<file path="src/rtl/mem_arbiter.sv">
// Two-master memory port arbiter: one transaction outstanding at a time,
// load/store priority with fetch anti-starvation, and timeout error responses.
module mem_arbiter #(
   parameter int unsigned AW         = 32,
   parameter int unsigned DW         = 32,
   parameter int unsigned STARVE_MAX = 4,
   parameter int unsigned TIMEOUT    = 16
) (
   input  logic              clk,
   input  logic              rst,

   input  logic              m0_req,
   input  logic              m0_we,
   input  logic [AW-1:0]     m0_addr,
   input  logic [DW-1:0]     m0_wdata,
   input  logic [DW/8-1:0]   m0_wstrb,
   output logic              m0_ready,
   output logic              m0_rvalid,
   output logic [DW-1:0]     m0_rdata,
   output logic              m0_err,

   input  logic              m1_req,
   input  logic              m1_we,
   input  logic [AW-1:0]     m1_addr,
   input  logic [DW-1:0]     m1_wdata,
   input  logic [DW/8-1:0]   m1_wstrb,
   output logic              m1_ready,
   output logic              m1_rvalid,
   output logic [DW-1:0]     m1_rdata,
   output logic              m1_err,

   output logic              s_req,
   output logic              s_we,
   output logic [AW-1:0]     s_addr,
   output logic [DW-1:0]     s_wdata,
   output logic [DW/8-1:0]   s_wstrb,
   input  logic              s_rvalid,
   input  logic [DW-1:0]     s_rdata
);

   localparam int unsigned SW = $clog2(STARVE_MAX + 1);
   localparam int unsigned TW = $clog2(TIMEOUT);
   localparam logic [SW-1:0] STARVE_LIM = SW'(STARVE_MAX);
   localparam logic [TW-1:0] TMO_LAST   = TW'(TIMEOUT - 1);

   typedef enum logic [1:0] {
      IDLE  = 2'd0,
      ISSUE = 2'd1,
      WAIT  = 2'd2
   } state_t;

   state_t          state;
   logic            owner;
   logic [SW-1:0]   starve_cnt;
   logic [TW-1:0]   tmo_cnt;

   logic            grant_m1_c;
   logic            accept_c;
   logic            tmo_hit_c;
   logic            resp_c;

   // Arbitration and response steering; a real response beats a same-cycle timeout.
   always_comb begin
      grant_m1_c = m1_req && !(m0_req && (starve_cnt == STARVE_LIM));
      accept_c   = (state == IDLE) && (m0_req || m1_req);
      tmo_hit_c  = (state == WAIT) && (tmo_cnt == TMO_LAST);
      resp_c     = (state == WAIT) && (s_rvalid || tmo_hit_c);

      m0_ready   = accept_c && !grant_m1_c;
      m1_ready   = accept_c && grant_m1_c;
      m0_rvalid  = resp_c && !owner;
      m1_rvalid  = resp_c && owner;
      m0_err     = m0_rvalid && !s_rvalid;
      m1_err     = m1_rvalid && !s_rvalid;
      m0_rdata   = (m0_rvalid && s_rvalid) ? s_rdata : '0;
      m1_rdata   = (m1_rvalid && s_rvalid) ? s_rdata : '0;
   end

   always_ff @(posedge clk or posedge rst) begin
      if (rst) begin
         state      <= IDLE;
         owner      <= 1'b0;
         starve_cnt <= '0;
         tmo_cnt    <= '0;
         s_req      <= 1'b0;
         s_we       <= 1'b0;
         s_addr     <= '0;
         s_wdata    <= '0;
         s_wstrb    <= '0;
      end else begin
         case (state)
            IDLE: begin
               if (accept_c) begin
                  state   <= ISSUE;
                  owner   <= grant_m1_c;
                  s_req   <= 1'b1;
                  s_we    <= grant_m1_c ? m1_we    : m0_we;
                  s_addr  <= grant_m1_c ? m1_addr  : m0_addr;
                  s_wdata <= grant_m1_c ? m1_wdata : m0_wdata;
                  s_wstrb <= grant_m1_c ? m1_wstrb : m0_wstrb;
                  // Count consecutive contested losses of the fetch master.
                  if (!grant_m1_c)
                     starve_cnt <= '0;
                  else if (m0_req && (starve_cnt != STARVE_LIM))
                     starve_cnt <= starve_cnt + SW'(1);
               end
            end
            ISSUE: begin
               s_req   <= 1'b0;
               tmo_cnt <= '0;
               state   <= WAIT;
            end
            WAIT: begin
               tmo_cnt <= tmo_cnt + TW'(1);
               if (resp_c)
                  state <= IDLE;
            end
            default: state <= IDLE;
         endcase
      end
   end

endmodule

</file>
<file path="config.mk">
export PLATFORM = sky130hd
export DESIGN_NAME = mem_arbiter
export DESIGN_NICKNAME = d
export VERILOG_FILES = /design/src/rtl/mem_arbiter.sv
export SDC_FILE = /design/constraint.sdc
export NUM_CORES = 1
export LEC_CHECK = 0
export ABC_AREA = 1
export CORE_AREA = 2 2 123 125
export DETAILED_ROUTE_END_ITERATION = 8
export DIE_AREA = 0 0 125 127
export PLACE_DENSITY = 0.72
export SLEW_MARGIN = 20
export SYNTH_ARGS = -nofsm -noshare
export SYNTH_HDL_FRONTEND = slang
export SYNTH_SLANG_ARGS = --single-unit
</file>
<file path="constraint.sdc">
create_clock -name clk -period 2.8 [get_ports clk]
set_input_delay 0.28 -clock clk [delete_from_list [all_inputs] [get_ports clk]]
set_output_delay 0.28 -clock clk [all_outputs]
set_load 0.1 [all_outputs]
</file>
==> flow_summary.ini, run 1 <==
[status]
status = complete, no violations

[synth]
netlist_area_um2 = 4410
synth_cell_types = 16
synthFlopType = dfrtp_1
yosysWarnings = 0
syn_area_per_cell_um2 = 7.43
ys_seq_area_share_pct = 45.4
syn_inst = 593
synth_edf_count = 0
synthTopCellsByArea = dfrtp_1 (45%), nand3_1 (17%), nand4_1 (10%)
yosys.area.top_type = dfrtp_1
synth_top_area_share_pct = 45.4
syn_nets = 775
ys_seq_elements = 80
synthArstFlopShare_pct = 100

[place]
port_buffers = 314
dp_hpwl_um = 13900
postPlaceCellArea_um2 = 8210
post-place-ws_ns = 0.644
gp_congestion = 0.876

[routing]
ant_nets = 0
vias = 5426
drc_errors = 0
routed_wl_um = 18300
first_pass_iters = 4
drtIter0Drc = 329
viasPerCell = 5.04
wire_per_inst_um = 17.0

[cts]
cts_root_buf = clkbuf_16
hold_buffers = 0
cts_setup_buffers = 0
clockBufferDepth = 2
tritoncts = done
worstSkewPairLatency_ns = 0.34
numCtsBuffers = 9
htree_levels = 3
post_cts_resize_count = 0
clkSinkCount = 80
path_clk_slew_ns = 0.06

[critical_path]
path_cells = inv_1 > ha_1 > nand3_1 > buf_4 > nor2_1 > buf_12
crit_slowest_cell = dfrtp_1
worstReg2RegStart = state[0]
worstSetupEndpointType = output pin
start_kind = register
cpPeakStageDelay_ns = 0.39
crit_required_ns = 2.52
worstPathMaxFanout = 14
arrival_ns = 2.20
worst-r2r-cell-count = 8
r2r-end = starve_cnt[1]
path_class = register to output pin
r2r_setup_slack_ns = 0.72

[global_routing]
grt_pass1_vias = 5199
antenna_found_initial = 4
grtUsageTotal_pct = 22.5
grt_pass1_wl_um = 28200
grt_max_degree = 55
globalRoute.totalOverflow = 0

[timing]
rsz0062_at_grt = no
maxSlewHeadroom_pct = 58.6
hold_violations = 0
slew_violations = 0
finalCriticalPeriod_ns = 2.48
setup_viol = 0
tightest_slew_ns = 0.621
postLayoutSetupSlackWorst_ns = 0.316
setup_tns_ns = 0
fmax_mhz = 403
skew_ns = 0.0136
timing.final.crit_share_pct = 88.7

[min_path]
hold_path_class = primary input to asynchronous set/reset pin

[finish]
finalInstanceArea_um2 = 8510
seq_area_um2 = 2000
syn_to_final_growth_pct = 93.1
fillers = 1262
final_util_pct = 59.0
multi_input_area_um2 = 1990
finalNetCount = 1066
layout_common_cells = clkdlybuf4s50_1 (173), nand3_1 (146), nand2_1 (97)
drive_gt1_share_pct = 20.0
layout_commonest_cell = clkdlybuf4s50_1

[floorplan]
rows = 44
fp.dieH_um = 127
die-area_um2 = 15900
die_w_um = 125
core_area_um2 = 14400
start_util_pct = 30.6
io_pins = 315

[power]
peakVddDrop_uv = 1080
p_leak_nw = 3.98
total_power_mw = 11.0
p_per_area_nw_per_um2 = 1300

[flow_run]
cap_violations = 0
critical path, delay by kind of cell (launching register included):
kind,cells,cell delay [ns]
buf+inv,3,0.63
simple gates,2,0.53
flops,1,0.39
fa+ha+maj,1,0.30
state kept, by name (all words and copies together) (netlist names):
register    cells
s_wdata        32
tmo_cnt         4
owner           1
s_wstrb         4
starve_cnt      3
s_addr         32
state           2
s_we            1
s_req           1
metrics by stage:
stage | hold slack (ns) | instances
3_5_place_dp | 0.483 | 1057
2_1_floorplan | 0.431 | 593
3_3_place_gp | 0.482 | 1057
5_1_grt | 0.396 | 1076
6_report | 0.335 | 1076
4_1_cts | 0.346 | 1072
logic make-up after synthesis:
kind of cell,count (synthesis),share of synthesized area (%)
flops,80,45.4
fa+ha+maj,7,1.99
compound gates,10,1.22
simple gates,389,41.7
buf+inv,107,9.63
power breakdown:
group | internal (mW) | leakage (nW) | switching (mW)
Combinational | 1.81 | 2.86 | 5.99
Sequential | 1.73 | 0.980 | 0.356
Clock | 0.688 | 0.143 | 0.474
Total | 4.22 | 3.98 | 6.82
cell usage after synthesis (4+ instances only):
cell	n
ha_1	7
nand2_1	97
nand3_1	146
o21ai_0	5
nor2_1	71
clkbuf_1	26
inv_1	56
dfrtp_1	80
nand4_1	72
a21oi_1	4
buf_1	7
buf_2	18
layout make-up:
class	count	area share (%)
tap	184	2.71
inverter	56	2.48
clock inverter	5	0.676
antenna	4	0.118
clock buffer	10	2.69
multi-input combinational	406	23.4
timing repair buffer	331	44.4
sequential	80	23.5
how the worst max path moves through the flow:
| stage | startpoint | end | slack [ns] | cells after the start |
|---|---|---|---|---|
| after CTS | state[0] | m0_rdata[15] | 0.28 | 6 |
| final | state[0] | m0_rdata[15] | 0.32 | 6 |
| after global placement | m0_req | m0_ready | 0.72 | 6 |
| after detailed placement | state[0] | m0_rdata[15] | 0.64 | 6 |
| after floorplan | state[0] | m0_rdata[10] | 0.04 | 6 |
| after global routing | state[0] | m0_rdata[13] | 0.14 | 6 |
routing by layer:
metal,track usage (%),wire [µm],vias to the layer above
met3,5.53,1330,36
li1,-,-,2578
met1,26.3,7120,2530
met5,0,0,-
met4,10.5,654,0
met2,39.2,9160,282
No activity file was read; power rests on OpenSTA's default activity.
==> run 2, diff against run 1 <==
--- a/config.mk
+++ b/config.mk
@@ -10,4 +10,5 @@
 export DETAILED_ROUTE_END_ITERATION = 8
 export DIE_AREA = 0 0 125 127
+export GPL_TIMING_DRIVEN = 1
 export PLACE_DENSITY = 0.72
 export SLEW_MARGIN = 20
==> constraint.sdc (replaced) <==
create_clock -name clk -period 2.8 [get_ports clk]
set_input_delay 0.84 -clock clk [delete_from_list [all_inputs] [get_ports clk]]
set_output_delay 0.84 -clock clk [all_outputs]
set_load 0.1 [all_outputs]
==> flow_summary.ini, run 2 (synthesis gave the netlist of run 1 again) <==
[global_routing]
grt_max_degree = 71
grt_pass1_wl_um = 30500
antenna_found_initial = 3
grt_pass1_vias = 5530
globalRoute.totalOverflow = 0
grtUsageTotal_pct = 24.3

[floorplan]
core_area_um2 = 14400
io_pins = 315
rows = 44
start_util_pct = 30.6
fp.dieH_um = 127
die_w_um = 125
die-area_um2 = 15900

[routing]
drtIter0Drc = 350
ant_nets = 0
drc_errors = 0
first_pass_iters = 4
routed_wl_um = 19900
viasPerCell = 5.07
vias = 5491
wire_per_inst_um = 18.3

[timing]
tightest_slew_ns = 0.811
fmax_mhz = 370
setup_viol = 0
maxSlewHeadroom_pct = 45.9
timing.final.crit_share_pct = 96.5
rsz0062_at_grt = no
postLayoutSetupSlackWorst_ns = 0.0983
finalCriticalPeriod_ns = 2.70
slew_violations = 0
hold_violations = 0
skew_ns = 0.00640

[power]
p_leak_nw = 4.07
peakVddDrop_uv = 581
p_per_area_nw_per_um2 = 1260

[critical_path]
crit_required_ns = 1.96
worst-r2r-cell-count = 8
r2r-end = s_we
start_kind = register
arrival_ns = 1.86
crit_slowest_cell = dfrtp_1
path_cells = inv_1 > ha_4 > nand3_4 > bufbuf_16 > nor2_4 > buf_12
r2r_setup_slack_ns = 0.78
cpPeakStageDelay_ns = 0.40
worstReg2RegStart = state[0]
path_class = register to output pin
worstSetupEndpointType = output pin
worstPathMaxFanout = 12

[cts]
path_clk_slew_ns = 0.06
htree_levels = 3
cts_root_buf = clkbuf_16
clockBufferDepth = 2
clkSinkCount = 80
worstSkewPairLatency_ns = 0.32
numCtsBuffers = 9
tritoncts = done

[place]
dp_hpwl_um = 14700
post-place-ws_ns = -0.190
postPlaceCellArea_um2 = 8640
gp_congestion = 0.836
placed_cells = 1064
port_buffers = 314

[finish]
reg_top3 = s_addr x32, s_wdata x32
syn_to_final_growth_pct = 105
layout_common_cells = clkdlybuf4s50_1 (171), nand3_1 (143), nand2_1 (97)
fillers = 1242
drive_gt1_share_pct = 28.2
stdcell_count = 1084
finalInstanceArea_um2 = 9050
finalNetCount = 1076
layout_commonest_cell = clkdlybuf4s50_1

[min_path]
hold_path_class = register to register
whs_endpoint = s_wdata[31]
hold_depth = 2
hp-start = s_wdata[31]

[flow_run]
cap_violations = 0

[status]
status = complete, no violations
==> run 2: worst max path at each step <==
stage,depth (start not counted),slack [ns],to,startpoint
6_report,6,0.1,m1_rdata[1],state[0]
5_1_grt,6,0.03,m1_rdata[11],state[0]
4_1_cts,6,-0.01,m0_ready,m0_req
3_5_place_dp,5,-0.19,m1_rdata[18],s_rvalid
3_3_place_gp,5,-0.17,m1_rdata[26],s_rvalid
2_1_floorplan,5,-0.31,m0_rdata[0],state[0]
==> run 2: layer usage <==
| layer | vias up | track usage, % | wire (µm) |
|---|---|---|---|
| met4 | 0 | 7.12 | 399 |
| met2 | 249 | 41.1 | 9720 |
| li1 | 2598 | - | - |
| met5 | - | 0 | 0 |
| met3 | 23 | 9.55 | 2040 |
| met1 | 2621 | 28.9 | 7720 |
==> run 2: repair_timing <==
action                                  CTS  global route
buffers inserted                          1             1
gates cloned                              1             0
pin swaps                                 0             1
hold buffers                              0             0
resized for setup                         6             3
endpoints found under the setup margin   66            16
==> run 2: final cells by class <==
class                           count  area [µm²]  area share, %
Timing Repair Buffer              341        3940           43.5
Tap cell                          184         230           2.54
Multi-Input combinational cell    406        2330           25.8
Clock buffer                       10         229           2.53
Antenna cell                        3        7.51         0.0829
Clock inverter                      4        95.1           1.05
Inverter                           56         218           2.40
Sequential cell                    80        2000           22.1
==> run 2: report_power, final <==
part	switching, mW	internal (mW)	leakage (nW)
logic	6.16	1.90	2.93
clock network	0.443	0.860	0.158
registers	0.327	1.73	0.980
==> run 2: through the flow <==
stage / utilization, % / total power [mW] / hold WS [ns] / setup TNS, ns
final: 62.8 / 11.4 / 0.495 / 0
after global placement: 59.9 / 10.0 / 0.482 / -8.76
after detailed placement: 59.9 / 10.1 / 0.483 / -9.07
after CTS: 62.6 / 11.5 / 0.500 / -0.0100
after floorplan: - / 7.92 / 0.467 / -10.18
after global routing: 62.8 / 11.9 / 0.524 / 0
==> run 2: critical path, delay by kind of cell, from the launching register on <==
| kind | cells | cell delay (ns) |
|---|---|---|
| adder cells (fa/ha/maj) | 1 | 0.20 |
| buffers and inverters | 3 | 0.67 |
| flip-flops | 1 | 0.40 |
| AND/OR/NAND/NOR | 2 | 0.25 |
==> RTL change, RTL diff (flow settings as in run 2) <==
Encoding of `state_t`: now one-hot (3 bits for 3 states).
--- a/src/rtl/mem_arbiter.sv
+++ b/src/rtl/mem_arbiter.sv
@@ -43,10 +43,10 @@
    localparam logic [SW-1:0] STARVE_LIM = SW'(STARVE_MAX);
    localparam logic [TW-1:0] TMO_LAST   = TW'(TIMEOUT - 1);
 
-   typedef enum logic [1:0] {
-      IDLE  = 2'd0,
-      ISSUE = 2'd1,
-      WAIT  = 2'd2
+   typedef enum logic [2:0] {
+      IDLE  = 3'b001,
+      ISSUE = 3'b010,
+      WAIT  = 3'b100
    } state_t;
 
    state_t          state;
Formal check against the unedited RTL: no difference found for any inputs over 10 cycles, from zero or initial values and one cycle with rst high; not proved beyond that.
==> RTL change against run 2 <==
Power decreased by 14%; setup slack got worse by 0.0086 ns; routed wire length shrank 14%; sequential cell count increased by 1; hold slack got worse by 0.016 ns; synthesized cell count is 20% higher; clock power decreased by 8%; final area fell by 2.6%; area after synthesis grew 7.3%; critical path type is now in -> out; highest routed layer unchanged.
==> RTL change: results (changes against run 2) <==
minimum setup slack in the final design=0.08969 ns (-0.008595 ns); non-clock buffer contribution to total cell area=43.35% (-0.15 points); total routed wirelength=17070 um (-14%); initial DRC count=186 (-47%); endpoint of the worst register-to-register path=s_addr[0]; Final clock-cell share=3.448% (-0.13 points); fraction of layout instances using a drive strength above 1=18.69% (-9.5 points); Plain + repair buffers=330 (-3.2%); sequential cell fraction of total power=20.8% (+2.8 points); total global-route track usage=21.10% (-3.2 points); Worst Hold Launch=s_wdata[0]; number of multi-input logic gates=532 (+31%); half-perimeter wire length of the detailed placement result=12750 um (-13%); Compound-Gate Fraction of Synth Area=0.6882% (-0.53 points); Seq/Total Area, Yosys=42.91% (-2.5 points); startpoint of the worst setup timing path=s_rvalid; ranking of synthesized cells by instance count=nand2_1, dfrtp_1, nand3_1, nor2_1, inv_1; post-place setup slack=-0.1975 ns (-0.007084 ns); Synth Area in XOR/XNOR=0.3706% (+0.37 points); flop-to-flop setup slack=0.99 ns (+0.21 ns); switching pwr=5879 uW (-15%); maximum number of pins on one net before global-route repair=70 (-1.4%); Synth cell types=22 (+6); hold_ws=0.4794 ns (-0.01575 ns); adder-cell share of the synthesized area=0.7941% (-1.2 points); leading post-synthesis cells by cell area=dfrtp_1, nand2_1, nand3_1, nor2_1, inv_1; via count of the first global-routing pass=5161 (-6.7%); routability congestion estimate=0.7986 (-4.5%); status=finished clean; number of antenna cells inserted=1 (-2); routed vias=5381 (-2.0%); Storage cell area=2028 um2 (+1.3%); Sw Share=60.20% (-0.50 points); filler cell count in the final layout=1292 (+4.0%); Post-layout nets=1185 (+10%); worst-path maximum fanout=32 (+20); final clock skew=0.007963 ns (+0.001564 ns); Static Leakage=0.004626 uW (+14%); end point of the most critical hold path=s_wdata[0]; tightest slew margin relative to the limit=49.65% (+3.7 points); Yosys reg bits=81 (+1.3%); multi-input gate area in the final layout=2227 um2 (-4.6%); capturing instance or port of the critical path=m0_rdata[6]; Clock Buffer Count=11 (+1); initial antenna violation count=1 (-2)
RTL change: metrics by stage:
| stage | instances | instance area [um2] |
|---|---|---|
| after floorplan | 709 | 4746 |
| after global routing | 1196 | 8817 |
| after global placement | 1180 | 8504 |
| final | 1196 | 8817 |
| after detailed placement | 1180 | 8504 |
| after CTS | 1195 | 8807 |
RTL change: timing repair:
item / in CTS / in global routing
setup endpoints to repair: 67 / 1
setup buffers: 0 / 0
pin swaps: 1 / 0
gates resized for setup: 1 / 2
cloned: 0 / 0
RTL change: per-layer routing:
layer | vias up | part of all wire, % | global-route usage [%]
met5 | - | 0 | 0
met2 | 209 | 52 | 39.10
li1 | 2741 | - | -
met3 | 22 | 6.2 | 4.229
met1 | 2409 | 40 | 24.45
met4 | 0 | 2.0 | 6.863
RTL change: worst max-delay path, cell delays in order:
cell and delay (ns):
dlygate4sd2_1 0.33, nand3_4 0.11, buf_12 0.18, nor2_1 0.20
buf_12 0.21
